<file path="src/rtl/mult4_circuit.sv">
// Sequential 4x4 unsigned shift-add multiplier with a start handshake.
// One partial product per clock; the registered product is held until the next operation completes.
module mult4_circuit (
  input  logic       clk,
  input  logic       rst,
  input  logic       start,
  input  logic       A3,
  input  logic       A2,
  input  logic       A1,
  input  logic       A0,
  input  logic       B3,
  input  logic       B2,
  input  logic       B1,
  input  logic       B0,
  output logic       out7,
  output logic       out6,
  output logic       out5,
  output logic       out4,
  output logic       out3,
  output logic       out2,
  output logic       out1,
  output logic       out0,
  output logic [1:0] state_dbg
);

  // Handshake: an operation is start high seen in IDLE, followed by start low.
  // The low-sampling edge loads the operands; start is ignored in CALC and DONE.
  typedef enum logic [1:0] {
    IDLE     = 2'd0,
    WAIT_LOW = 2'd1,
    CALC     = 2'd2,
    DONE     = 2'd3
  } state_t;

  state_t      state, state_next;
  logic        load, step, capture;
  logic [3:0]  mcand;
  logic [8:0]  p;
  logic [2:0]  cnt;
  logic [7:0]  prod;
  logic [4:0]  sum;

  always_ff @(posedge clk or negedge rst) begin
    if (!rst) state <= IDLE;
    else      state <= state_next;
  end

  always_comb begin
    state_next = state;
    load       = 1'b0;
    step       = 1'b0;
    capture    = 1'b0;
    case (state)
      IDLE:     if (start) state_next = WAIT_LOW;
      WAIT_LOW: if (!start) begin
                  load       = 1'b1;
                  state_next = CALC;
                end
      CALC:     begin
                  step = 1'b1;
                  if (cnt == 3'd3) state_next = DONE;
                end
      DONE:     begin
                  capture    = 1'b1;
                  state_next = IDLE;
                end
      default:  state_next = IDLE;
    endcase
  end

  // Conditional add of the multiplicand into the accumulator; the carry lands in sum[4].
  assign sum = p[0] ? ({1'b0, p[7:4]} + {1'b0, mcand}) : {1'b0, p[7:4]};

  always_ff @(posedge clk or negedge rst) begin
    if (!rst) begin
      mcand <= 4'd0;
      p     <= 9'd0;
      cnt   <= 3'd0;
      prod  <= 8'd0;
    end else begin
      if (load) begin
        mcand <= {A3, A2, A1, A0};
        p     <= {5'd0, B3, B2, B1, B0};
        cnt   <= 3'd0;
      end else if (step) begin
        p   <= {1'b0, sum, p[3:1]};
        cnt <= cnt + 3'd1;
      end
      if (capture) prod <= p[7:0];
    end
  end

  assign {out7, out6, out5, out4, out3, out2, out1, out0} = prod;
  assign state_dbg = state;

endmodule

</file>
<file path="config.mk">
export PLATFORM = sky130hd
export DESIGN_NAME = mult4_circuit
export DESIGN_NICKNAME = d
export VERILOG_FILES = /design/src/rtl/mult4_circuit.sv
export SDC_FILE = /design/constraint.sdc
export NUM_CORES = 1
export LEC_CHECK = 0
export CAP_MARGIN = 20
export CORE_ASPECT_RATIO = 1.5
export CORE_MARGIN = 5
export CORE_UTILIZATION = 52
export CTS_CLUSTER_DIAMETER = 120
export DETAILED_ROUTE_END_ITERATION = 7
export PLACE_DENSITY_LB_ADDON = 0.1
export SETUP_SLACK_MARGIN = 0.3
export SLEW_MARGIN = 10
export SYNTH_ARGS = -nofsm -noshare
export SYNTH_HDL_FRONTEND = slang
export SYNTH_SLANG_ARGS = --single-unit
</file>
<file path="constraint.sdc">
create_clock -name clk -period 2 [get_ports clk]
set_input_delay 0.4 -clock clk [delete_from_list [all_inputs] [get_ports clk]]
set_output_delay 0.4 -clock clk [all_outputs]
set_load 0.01 [all_outputs]
</file>
======== Word-level counts from Yosys, hierarchy flattened ========
Index checks and enable logic that the tools add are counted.
operators by class
  eq/ne operators ......................... 7
  multiply operators ...................... 0
  $lt $le $gt $ge ......................... 0
  shifts and indexed selects .............. 0
  multiplexer cells ....................... 13
  bitwise operators ....................... 0
  div/mod/pow operators ................... 0
  add/subtract/negate cells ............... 2
  reduce and logical (&&, ||, !) cells .... 3
operators with widths
  cell                                                                   count
  8-bit two-way mux                                                      2
  2-bit case mux with 4 select lines                                     1
  2-bit two-way mux                                                      3
  3-bit two-way mux                                                      2
  2-bit != test, second input constant                                   3
  4-bit by 4-bit adder with 5-bit output                                 1
  5-bit two-way mux                                                      1
  2-bit equality test, second input constant                             2
  1-bit two-way mux                                                      4
  3-bit by 1-bit adder with 3-bit output, second input constant          1
  3-bit by 2-bit equality test with 1-bit output, second input constant  1
  3-bit AND reduction                                                    1
  2-bit by 1-bit equality test with 1-bit output, second input constant  1
  2-bit logical NOT                                                      1
  2-bit nonzero test                                                     1
word-level totals
  memories ................................ 0
  bits in read-only memories .............. 0
  RAM bits ................................ 0
  output and inout port bits .............. 10
  bits in latches ......................... 0
  flip-flop bits (word level) ............. 25

======== Depth between registers and ports, before layout ========
  word-level depth ........................ 4
  gate-level depth with buffers ........... 7
  depth with buffers taken out ............ 7

======== Worst setup path before layout ========
No wires, ideal clock.
  path kind ............................... reg2reg
  from .................................... reg p[4]
  to ...................................... reg p[4]
  period minus slack after synthesis ...... 1.607 ns
  data arrival time ....................... 1.513 ns
  required time ........................... 1.906 ns
  cell stages (with the launch flop) ...... 6
  path slack .............................. 0.393 ns
  path buffers ............................ 0
  cells stage by stage .................... dfrtp_1 > ha_1 > inv_1 > fa_1 > mux2_1 > a211oi_1
between the ends
  longest elaborated chain between the ends .. 4
RTL lines
  what                                    line  text
  start: declaration                      38    logic [8:0] p;
  start signal: assignment                83    p <= {5'd0, B3, B2, B1, B0};
  start signal: assignment                86    p <= {1'b0, sum, p[3:1]};
  4-bit by 4-bit adder with 5-bit output  72    assign sum = p[0] ? ({1'b0, p[7:4]} + {1'b0, mcand}) : {1'b0, p[7:4]};
  5-bit two-way mux                       72
  8-bit two-way mux                       85    end else if (step) begin
  8-bit two-way mux                       81    if (load) begin
Every way passes these cells. The select of a mux whose other input is x is not followed.
A chain may end at the register's enable or synchronous reset.

======== Worst setup path in the final report ========
  from .................................... reg mcand[0]
  to ...................................... reg p[4]
between the ends
  longest elaborated chain between the ends .. 4
RTL lines
  what                                    line  text
  start: declaration                      37    logic [3:0] mcand;
  start signal: assignment                82    mcand <= {A3, A2, A1, A0};
  4-bit by 4-bit adder with 5-bit output  72
  5-bit two-way mux                       72
  8-bit two-way mux                       85
  8-bit two-way mux                       81
Every way passes these cells. The select of a mux whose other input is x is not followed.

==> impl_metrics.ini <==
[status]
outcome = completed

[finish]
final_common_cell = dfrtp_1
drive_gt1_share_pct = 17.8
syn2layout_area_growth_pct = 24.1
num-nets-final = 158
antenna_cells = 0
fillCellCount = 192
mostFrequentLayoutCells = 25 x dfrtp_1, 19 x clkdlybuf4s50_1, 8 x nand2_1, 8 x mux2_2, 8 x ha_1
fin_util_pct = 65.5

[critical_path]
worst-path-buf-inv = 1
cp_data_arrival_time_ns = 1.92
required_ns = 2.25
crit_slowest_cell = dfrtp_1
cp_slowest_stage_delay_ns = 0.41
critical_path_class = flip-flop to flip-flop
start_kind = flip-flop
crit_fanout = 2
crit_family = adder cells
crit_chain = ha_2 > inv_1 > fa_1 > mux2_1 > a211oi_2
end_kind = flip-flop

[synth]
synth_cells = 110
avgSynthCellArea_um2 = 11.5
syn-num-nets = 132
ys_types = 27
synth_area_mm2 = 0.00126
synth-seq-area-share_pct = 49.5
synth_seq_cells = 25
synth_warnings = 0

[die]
die_h_um = 70.4
num_rows = 22
start_util_pct = 52.8
fp.coreArea_mm2 = 0.00239
io_pins = 21
die_area_mm2 = 0.00354
die_w_um = 50.3

[pwr]
leakage_nw = 0.704
seqPwrFrac_pct = 36.9
swShare_pct = 37.6
comb_power_share_pct = 54.5
p_int_mw = 1.61
power.total_mw = 2.59
p_per_area_mw_per_mm2 = 1650
ir_drop_uv = 940
power_switching_mw = 0.974
clock_power_share_pct = 8.6

[min_path]
hp-class = input port to asynchronous set/reset pin

[drt]
ant_nets = 0
drc = 0
viasPerCell = 5.51
detail_route.wl_per_cell_um = 15.0
dr.pass1.iters = 4
drt_wl_total_mm = 2.38
drt_iter0_markers = 11
vias = 876

[sta]
period_minus_slack_ns = 1.67
fin_crit_sh_pct = 83.6
maxSlewHeadroom_pct = 73.3
rsz0062_at_grt = yes
hold_viol = 0
maxSlewViolCount = 0
finClkSkew_ns = 0.00340
final-setup-viol-count = 0
fin_ws_ns = 0.327
tns_ns = 0
fmax_ghz = 0.598
max_slew.worst_pin.slew_ns = 0.401

[grt]
grt_util_all_layers_pct = 14.5
grt_pass1_vias = 934
antenna_found_initial = 0
grt_max_degree = 26
grt_remaining_overflow = 0
grt_pass1_wl_mm = 4.06

[clock_network]
clk_pin_slew_ns = 0.13
numCtsBuffers = 3
cts_max_level = 1
cts.path.max_buffers = 2
cts_tree = yes
clock_sinks = 25
clock_latency_ns = 0.32
cts_root_buf = clkbuf_4

[flow_run]
timing.max_cap.violations = 0

[place]
io_buffers = 20
dp_hpwl_mm = 1.64
routabilityCongestion = 0.792
preCtsSetupSlack_ns = 0.271
## per-stage QoR
step,instance area (um2),instances,hold slack [ns]
2_1_floorplan,1260,110,0.104
3_3_place_gp,1490,151,0.481
3_5_place_dp,1490,151,0.486
4_1_cts,1530,158,0.439
5_1_grt,1570,159,0.455
6_report,1570,159,0.426
## routing by layer
layer | up-vias | routed length, um | global-route usage, %
met3 | 5 | 79 | 2.77
met2 | 18 | 1240 | 24.3
li1 | 426 | - | -
met4 | 0 | 43 | 6.12
met1 | 427 | 1020 | 17.5
met5 | - | 0 | 0
## area by class of cell
| type | instances | area, um2 | share of cell area [%] |
|---|---|---|---|
| Clock buffer | 4 | 26.3 | 1.68 |
| Tap cell | 24 | 30.0 | 1.92 |
| Inverter | 8 | 30.0 | 1.92 |
| Sequential cell | 25 | 626 | 39.9 |
| Timing Repair Buffer | 27 | 256 | 16.4 |
| Multi-Input combinational cell | 71 | 599 | 38.2 |
## path summary, 6_finish.rpt
path / startpoint / slack, ns / endpoint / cells after the start
min: rst / 0.43 / p[5] / 2
max in group asynchronous: rst / 1.34 / state_dbg[1] / 2
max reg2reg: mcand[0] / 0.33 / p[4] / 5
max: mcand[0] / 0.33 / p[4] / 5
min in group clk: mcand[3] / 0.52 / mcand[3] / 1
min reg2reg: mcand[3] / 0.52 / mcand[3] / 1
## sequential cells by signal, indices dropped and copies added, names as in the netlist
name,cells
cnt,3
prod,8
p,8
state_dbg,2
mcand,4
## Yosys cell counts, drive strengths merged
cell / n / area (um2)
a31oi: 1 / 6.26
nand4b: 1 / 8.76
o21a: 1 / 7.51
fa: 1 / 20.0
a21oi: 4 / 23.8
mux2i: 7 / 70.1
buf: 5 / 27.5
o21ai: 8 / 40.0
nand2: 8 / 30.0
clkbuf: 1 / 3.75
nor3: 1 / 5.00
nor2: 6 / 22.5
inv: 8 / 30.0
mux2: 13 / 146
nor2b: 2 / 12.5
or3: 1 / 6.26
a211oi: 3 / 22.5
xnor2: 2 / 17.5
ha: 10 / 125
nand3: 1 / 5.00
dfrtp: 25 / 626
o211ai: 1 / 7.51
## power groups by stage
stage | Combinational (mW) | Clock (mW) | Sequential, mW
2_1_floorplan | 0.887 | 0 | 0.953
3_3_place_gp | 1.28 | 0 | 0.963
3_5_place_dp | 1.31 | 0 | 0.979
4_1_cts | 1.38 | 0.232 | 0.947
5_1_grt | 1.58 | 0.259 | 0.992
6_report | 1.41 | 0.223 | 0.955
## cell families (layout without fill, tap and decap cells)
logic type / Yosys count / after routing / synth area share [%]
AOI/OAI and AO/OA: 18 / 18 / 8.52
buffers and inverters: 14 / 39 / 4.85
xor gates and xnor gates: 2 / 2 / 1.39
muxes: 20 / 20 / 17.1
adders and majority gates: 11 / 11 / 11.5
DFF: 25 / 25 / 49.5
and+or+nand+nor: 20 / 20 / 7.13
## worst register-to-register path, cell delays in order (launching register included)
cell and delay (ns):
dfrtp_1 0.41, ha_2 0.19, inv_1 0.07, fa_1 0.40, mux2_1 0.31, a211oi_2 0.22
## timing repair
action | in CTS | in global routing
setup buffers | 3 | 0
pin swaps | 0 | 1
resized for setup | 0 | 6
hold buffers | 0 | 0
endpoints found under the setup margin | 3 | 7
gates cloned | 0 | 1
Note: power is estimated with default switching activity, not from simulation.
